===== config.mk =====
export PLATFORM = sky130hd
export DESIGN_NAME = truth_table_sweeper
export DESIGN_NICKNAME = d
export VERILOG_FILES = /design/src/rtl/truth_table_sweeper.sv
export SDC_FILE = /design/constraint.sdc
export NUM_CORES = 1
export LEC_CHECK = 0
export BUFFER_PORTS_ARGS = -buffer_cell sky130_fd_sc_hd__clkbuf_2
export CORE_UTILIZATION = 50
export DETAILED_ROUTE_END_ITERATION = 8
export GPL_ROUTABILITY_DRIVEN = 0
export GPL_TIMING_DRIVEN = 0
export PLACE_DENSITY_LB_ADDON = 0.08
export SLEW_MARGIN = 20
export SYNTH_ARGS = -nofsm -noshare
export SYNTH_HDL_FRONTEND = slang
export SYNTH_SLANG_ARGS = --single-unit
export TNS_END_PERCENT = 1

===== constraint.sdc =====
create_clock -name i_clk -period 2.7 [get_ports i_clk]
set_input_delay 0.54 -clock i_clk [delete_from_list [all_inputs] [get_ports i_clk]]
set_output_delay 0.54 -clock i_clk [all_outputs]
set_load 0.02 [all_outputs]

===== src/rtl/truth_table_sweeper.sv =====
// -----------------------------------------------------------------------------
// truth_table_sweeper
//
// Purpose:
//   Reads back the logic function of a gate netlist wrapped by this block
//   (the circuit under test, CUT). Every input combination is driven in turn.
//   After a settle time the single CUT output is sampled into a truth table,
//   and the result is compared against an expected Cello hex code.
//   Row r of the sweep lands in bit (2**N_IN-1-r), so the assembled word reads
//   exactly like the hex code in a Cello module name (e.g. m0x0304 -> 16'h0304).
//
// Parameters:
//   N_IN           number of CUT inputs (table width = 2**N_IN)
//   SETTLE_CYCLES  wait cycles per row between drive and sample (0 allowed)
//
// Ports:
//   i_clk      rising-edge clock
//   i_rst      synchronous active-high reset; aborts a sweep with no done pulse
//   i_start    one-cycle sweep request, honoured only while idle
//   i_exp_tt   expected hex code, captured on the accepted start
//   o_cut_in   vector to the CUT (bit N_IN-1 = in1 ... bit 0 = inN)
//   i_cut_out  CUT output
//   o_busy     high from the cycle after the accepted start until done
//   o_done     one-cycle pulse; o_tt and o_match are valid from this cycle
//   o_tt       measured truth table, held until the next accepted start
//   o_match    o_tt equals the captured expected code
// -----------------------------------------------------------------------------
module truth_table_sweeper #(
    parameter int N_IN          = 4,
    parameter int SETTLE_CYCLES = 3
) (
    input  logic                 i_clk,
    input  logic                 i_rst,
    input  logic                 i_start,
    input  logic [2**N_IN-1:0]   i_exp_tt,
    output logic [N_IN-1:0]      o_cut_in,
    input  logic                 i_cut_out,
    output logic                 o_busy,
    output logic                 o_done,
    output logic [2**N_IN-1:0]   o_tt,
    output logic                 o_match
);

    localparam int TT_W   = 2**N_IN;
    localparam int WAIT_W = (SETTLE_CYCLES > 1) ? $clog2(SETTLE_CYCLES) : 1;

    // Row counter is one bit wider than the CUT input so the last-row compare
    // is never confused by wrap-around.
    localparam logic [N_IN:0]     ROW_LAST  = (N_IN+1)'(TT_W - 1);
    localparam logic [N_IN:0]     ROW_ZERO  = (N_IN+1)'(0);
    localparam logic [N_IN:0]     ROW_ONE   = (N_IN+1)'(1);
    localparam logic [WAIT_W-1:0] WAIT_LAST = WAIT_W'(SETTLE_CYCLES - 1);
    localparam logic [WAIT_W-1:0] WAIT_ZERO = WAIT_W'(0);
    localparam logic [WAIT_W-1:0] WAIT_ONE  = WAIT_W'(1);
    localparam logic [TT_W-1:0]   TT_ZERO   = TT_W'(0);
    localparam logic [N_IN-1:0]   CUT_ZERO  = N_IN'(0);

    typedef enum logic [2:0] {
        S_IDLE   = 3'd0,
        S_DRIVE  = 3'd1,
        S_WAIT   = 3'd2,
        S_SAMPLE = 3'd3,
        S_FINISH = 3'd4
    } state_t;

    state_t              r_state;
    logic [N_IN:0]       r_row;
    logic [WAIT_W-1:0]   r_wait;
    logic [N_IN-1:0]     r_cut_in;
    logic [TT_W-1:0]     r_tt;
    logic [TT_W-1:0]     r_exp_tt;
    logic                r_busy;
    logic                r_done;
    logic                r_match;

    logic [N_IN-1:0]     w_bit_idx;
    logic [TT_W-1:0]     w_tt_sampled;

    // Table with the current row's sample merged in. For an N_IN-bit row r,
    // (2**N_IN-1-r) is simply ~r, which places row 0 in the MSB.
    always_comb begin
        w_bit_idx               = ~r_row[N_IN-1:0];
        w_tt_sampled            = r_tt;
        w_tt_sampled[w_bit_idx] = i_cut_out;
    end

    // Sweep sequencer: drive row, settle, sample, repeat, then report.
    always_ff @(posedge i_clk) begin
        if (i_rst) begin
            r_state  <= S_IDLE;
            r_row    <= ROW_ZERO;
            r_wait   <= WAIT_ZERO;
            r_cut_in <= CUT_ZERO;
            r_tt     <= TT_ZERO;
            r_exp_tt <= TT_ZERO;
            r_busy   <= 1'b0;
            r_done   <= 1'b0;
            r_match  <= 1'b0;
        end else begin
            r_done <= 1'b0;
            case (r_state)
                S_IDLE: begin
                    if (i_start) begin
                        r_exp_tt <= i_exp_tt;
                        r_row    <= ROW_ZERO;
                        r_tt     <= TT_ZERO;
                        r_busy   <= 1'b1;
                        r_state  <= S_DRIVE;
                    end else begin
                        r_state  <= S_IDLE;
                    end
                end
                S_DRIVE: begin
                    r_cut_in <= r_row[N_IN-1:0];
                    r_wait   <= WAIT_ZERO;
                    r_state  <= (SETTLE_CYCLES == 0) ? S_SAMPLE : S_WAIT;
                end
                S_WAIT: begin
                    r_wait <= r_wait + WAIT_ONE;
                    if (r_wait == WAIT_LAST) begin
                        r_state <= S_SAMPLE;
                    end else begin
                        r_state <= S_WAIT;
                    end
                end
                S_SAMPLE: begin
                    r_tt <= w_tt_sampled;
                    if (r_row == ROW_LAST) begin
                        // done, match and busy are registered on entry to
                        // FINISH so they are all visible in the FINISH cycle;
                        // match therefore uses the table including this sample.
                        r_done  <= 1'b1;
                        r_match <= (w_tt_sampled == r_exp_tt);
                        r_busy  <= 1'b0;
                        r_state <= S_FINISH;
                    end else begin
                        r_row   <= r_row + ROW_ONE;
                        r_state <= S_DRIVE;
                    end
                end
                S_FINISH: begin
                    // start in this cycle is deliberately ignored
                    r_state <= S_IDLE;
                end
                default: begin
                    r_busy  <= 1'b0;
                    r_state <= S_IDLE;
                end
            endcase
        end
    end

    assign o_cut_in = r_cut_in;
    assign o_busy   = r_busy;
    assign o_done   = r_done;
    assign o_tt     = r_tt;
    assign o_match  = r_match;

endmodule

==> flow_summary.json <==
{
  "outcome": "finished clean",
  "path_class": "flop to flop",
  "firstDrtPassIters": 5,
  "crit_required_ns": 2.93,
  "critical-path-top-delay-family": "simple AND/OR/NAND/NOR gates",
  "worst_clock_skew_ns": 0.00642,
  "hold_depth": 3,
  "yosysMostFrequentCell": "dfxtp_1",
  "grt_pass1_vias": 2404,
  "slowest_stage": "dfxtp_1",
  "p_per_area_nw_per_um2": 487,
  "grt_pass1_wl_mm": 12.1,
  "end_kind": "flop",
  "stdcell_area_um2": 3180,
  "cp_data_arrival_time_ns": 2.67,
  "grt.met3_usage": 0.0429,
  "synth_top_area_share": 0.352,
  "reg2reg_to": "o_match$_SDFFE_PP0P_",
  "period_needed_ns": 2.44,
  "setup_ws_ns": 0.260,
  "finalMaxSlewViolations": 0,
  "cts_made_buffers": 5,
  "synthSimpleGateAreaFrac": 0.262,
  "crit_path_max_fanout": 7,
  "grt_max_degree": 16,
  "hold_buffers": 0,
  "syn_inst": 336,
  "setup_viol": 0,
  "area_growth_pct": 14.2,
  "cts_root_buf": "clkbuf_8",
  "tritoncts": "built",
  "ir_drop_mv": 0.286,
  "synth_compound_area_frac": 0.203,
  "synth.area.mux_share": 0.0579,
  "synth-edff-count": 0,
  "grt_use_met2": 0.393,
  "worstPathCellList": "ha_1 -> and3_1 -> clkbuf_1 -> ha_1 -> nand2_1 -> nor4_1 -> nand4_1 -> o31ai_2",
  "synth.cell_area_um2": 2790,
  "finalSetupTns_ns": 0,
  "synthAdderAreaFrac": 0.0314,
  "die_y_um": 76.7,
  "antenna_found_initial": 0,
  "ys_seq_elements": 49,
  "seq_area_frac_synth": 0.352,
  "vias": 2608,
  "clock_latency_ns": 0.31,
  "syn_avg_cell_area_um2": 8.30,
  "grtUsageMet1": 0.379,
  "hold-path-endpoint": "r_exp_tt[11]$_SDFFE_PP0P_",
  "r2r_start": "r_row[0]$_SDFFE_PP0P_",
  "initial_utilization": 0.532,
  "ioPinCount": 43,
  "slowest_delay_ns": 0.49,
  "grt_usage": 0.262,
  "ys_top_cells_by_area": "dfxtp_1 35%, a22oi_1 5.4%, mux2i_1 5.4%, nand2_1 5.0%, a21oi_1 3.9%",
  "p_leak_nw": 1.24,
  "hold_viol": 0,
  "slew_headroom": 0.557,
  "synthXorXnorAreaFrac": 0.0251,
  "ant_nets": 0,
  "htreeDepth": 2,
  "maxCapViolations": 0,
  "drive_above_1_share": 0.193,
  "timing.critical_path.mode_cell": "ha_1",
  "placed_area_um2": 3080,
  "cts_setup_buffers": 0,
  "ctsLongestPathBuffers": 2,
  "finalPower_w": 0.00155,
  "ys.flop_type": "dfxtp_1",
  "dieWidth_um": 76.7,
  "die-area_um2": 5880,
  "routed_wl_mm": 7.48,
  "core_um2": 5240,
  "min_path_type": "input pin to flop",
  "antenna_cells": 0,
  "avgRoutedWirePerCell_um": 16.5,
  "finalCritPeriodShare": 0.904,
  "worst_pin_slew_ns": 0.660,
  "drt_iter0_markers": 333,
  "finish.net_count": 410,
  "worst-path-buf-inv": 1,
  "timing.fmax_ghz": 0.410,
  "synth_top_family_by_area": "simple AND/OR/NAND/NOR gates",
  "cts_resized": 0,
  "via_per_inst": 5.76,
  "grt_overflow": 0,
  "regToRegSetupSlack_ns": 0.26,
  "synth_fp_nets": 363,
  "reg2regPathDepth": 8,
  "drc_errors": 0,
  "async_flop_share": 0,
  "yosys.area.top_type": "dfxtp_1",
  "hpwl_mm": 5.55,
  "rsz0062_at_grt": "false",
  "io_buffers": 40,
  "ys_warn_count": 0,
  "top_usage_layer": "met2",
  "pre_cts_ws_ns": 0.315,
  "worstHoldStart": "i_exp_tt[11]",
  "clkSinkCount": 49,
  "row_count": 26,
  "start_kind": "flop",
  "path_clk_slew_ns": 0.09,
  "yosysUniqueCellTypes": 53,
  "synth_common_cells": "49 x dfxtp_1, 37 x nand2_1, 29 x nor2_1"
}
how the worst max path moves through the flow:
stage	startpoint	cells after the start	to
after floorplan	r_row[0]$_SDFFE_PP0P_	8	o_match$_SDFFE_PP0P_
after global placement	r_row[0]$_SDFFE_PP0P_	8	o_match$_SDFFE_PP0P_
after detailed placement	r_row[0]$_SDFFE_PP0P_	8	o_match$_SDFFE_PP0P_
after CTS	r_row[0]$_SDFFE_PP0P_	8	o_match$_SDFFE_PP0P_
after global routing	r_row[0]$_SDFFE_PP0P_	8	o_match$_SDFFE_PP0P_
final	r_row[0]$_SDFFE_PP0P_	8	o_match$_SDFFE_PP0P_
logic make-up after synthesis:
group                    count (synthesis)
adder cells (fa/ha/maj)                  7
multiplexers                            16
XOR/XNOR                                 8
buffers and inverters                   40
flip-flops                              49
AND/OR/NAND/NOR                        132
AO/OA/AOI/OAI                           84
per-layer routing:
metal / up-vias / share of wire
met1: 1190 / 0.48
li1: 1283 / -
met2: 119 / 0.43
met3: 16 / 0.068
met4: 0 / 0.020
met5: - / 0
metrics by stage:
stage	std cells	util	hold WS [ns]
floorplan	336	-	0.448
global placement	446	0.587	0.467
detailed placement	446	0.587	0.475
CTS	453	0.608	0.441
global route	453	0.608	0.442
finish	453	0.608	0.444
state kept, by name, summed over array words and instances (netlist names):
signal / flops
o_match: 1
r_exp_tt: 16
o_tt: 16
r_state: 3
o_done: 1
o_cut_in: 4
r_row: 5
o_busy: 1
r_wait: 2
placed cells by master (no fill, tap or decap), types with 6 or more instances in the layout:
master	count
dfxtp_1	49
a22oi_1	20
o21ai_1	10
inv_1	12
a21oi_1	22
nor3_1	7
clkbuf_2	40
buf_2	9
nand2_1	37
ha_1	7
o21ai_0	8
and3b_1	9
nand2b_1	12
mux2i_1	15
nor2_1	29
nand4_1	6
clkbuf_1	13
cell type report:
class / instances / area, µm²
Multi-Input combinational cell: 247 / 1620
Timing Repair Buffer: 40 / 200
Buffer: 28 / 146
Clock inverter: 2 / 38.8
Clock buffer: 5 / 68.8
Tap cell: 70 / 87.6
Sequential cell: 49 / 981
Inverter: 12 / 45.0
Fill cell: 474 / 2050
report_power, final:
| group | switching [W] | internal, W |
|---|---|---|
| sequential | 0.0000313 | 0.000748 |
| clock | 0.000262 | 0.000275 |
| combinational | 0.000139 | 0.0000952 |
| total | 0.000432 | 0.00112 |
worst reg2reg max path, delay by kind of cell, from the launching register on:
family                     cells  cell delay, ns
AOI/OAI and AO/OA              1            0.20
buffers and inverters          1            0.31
adders and majority gates      2            0.57
DFF                            1            0.49
and+or+nand+nor                4            0.80
(Power assumes the default switching activity.)
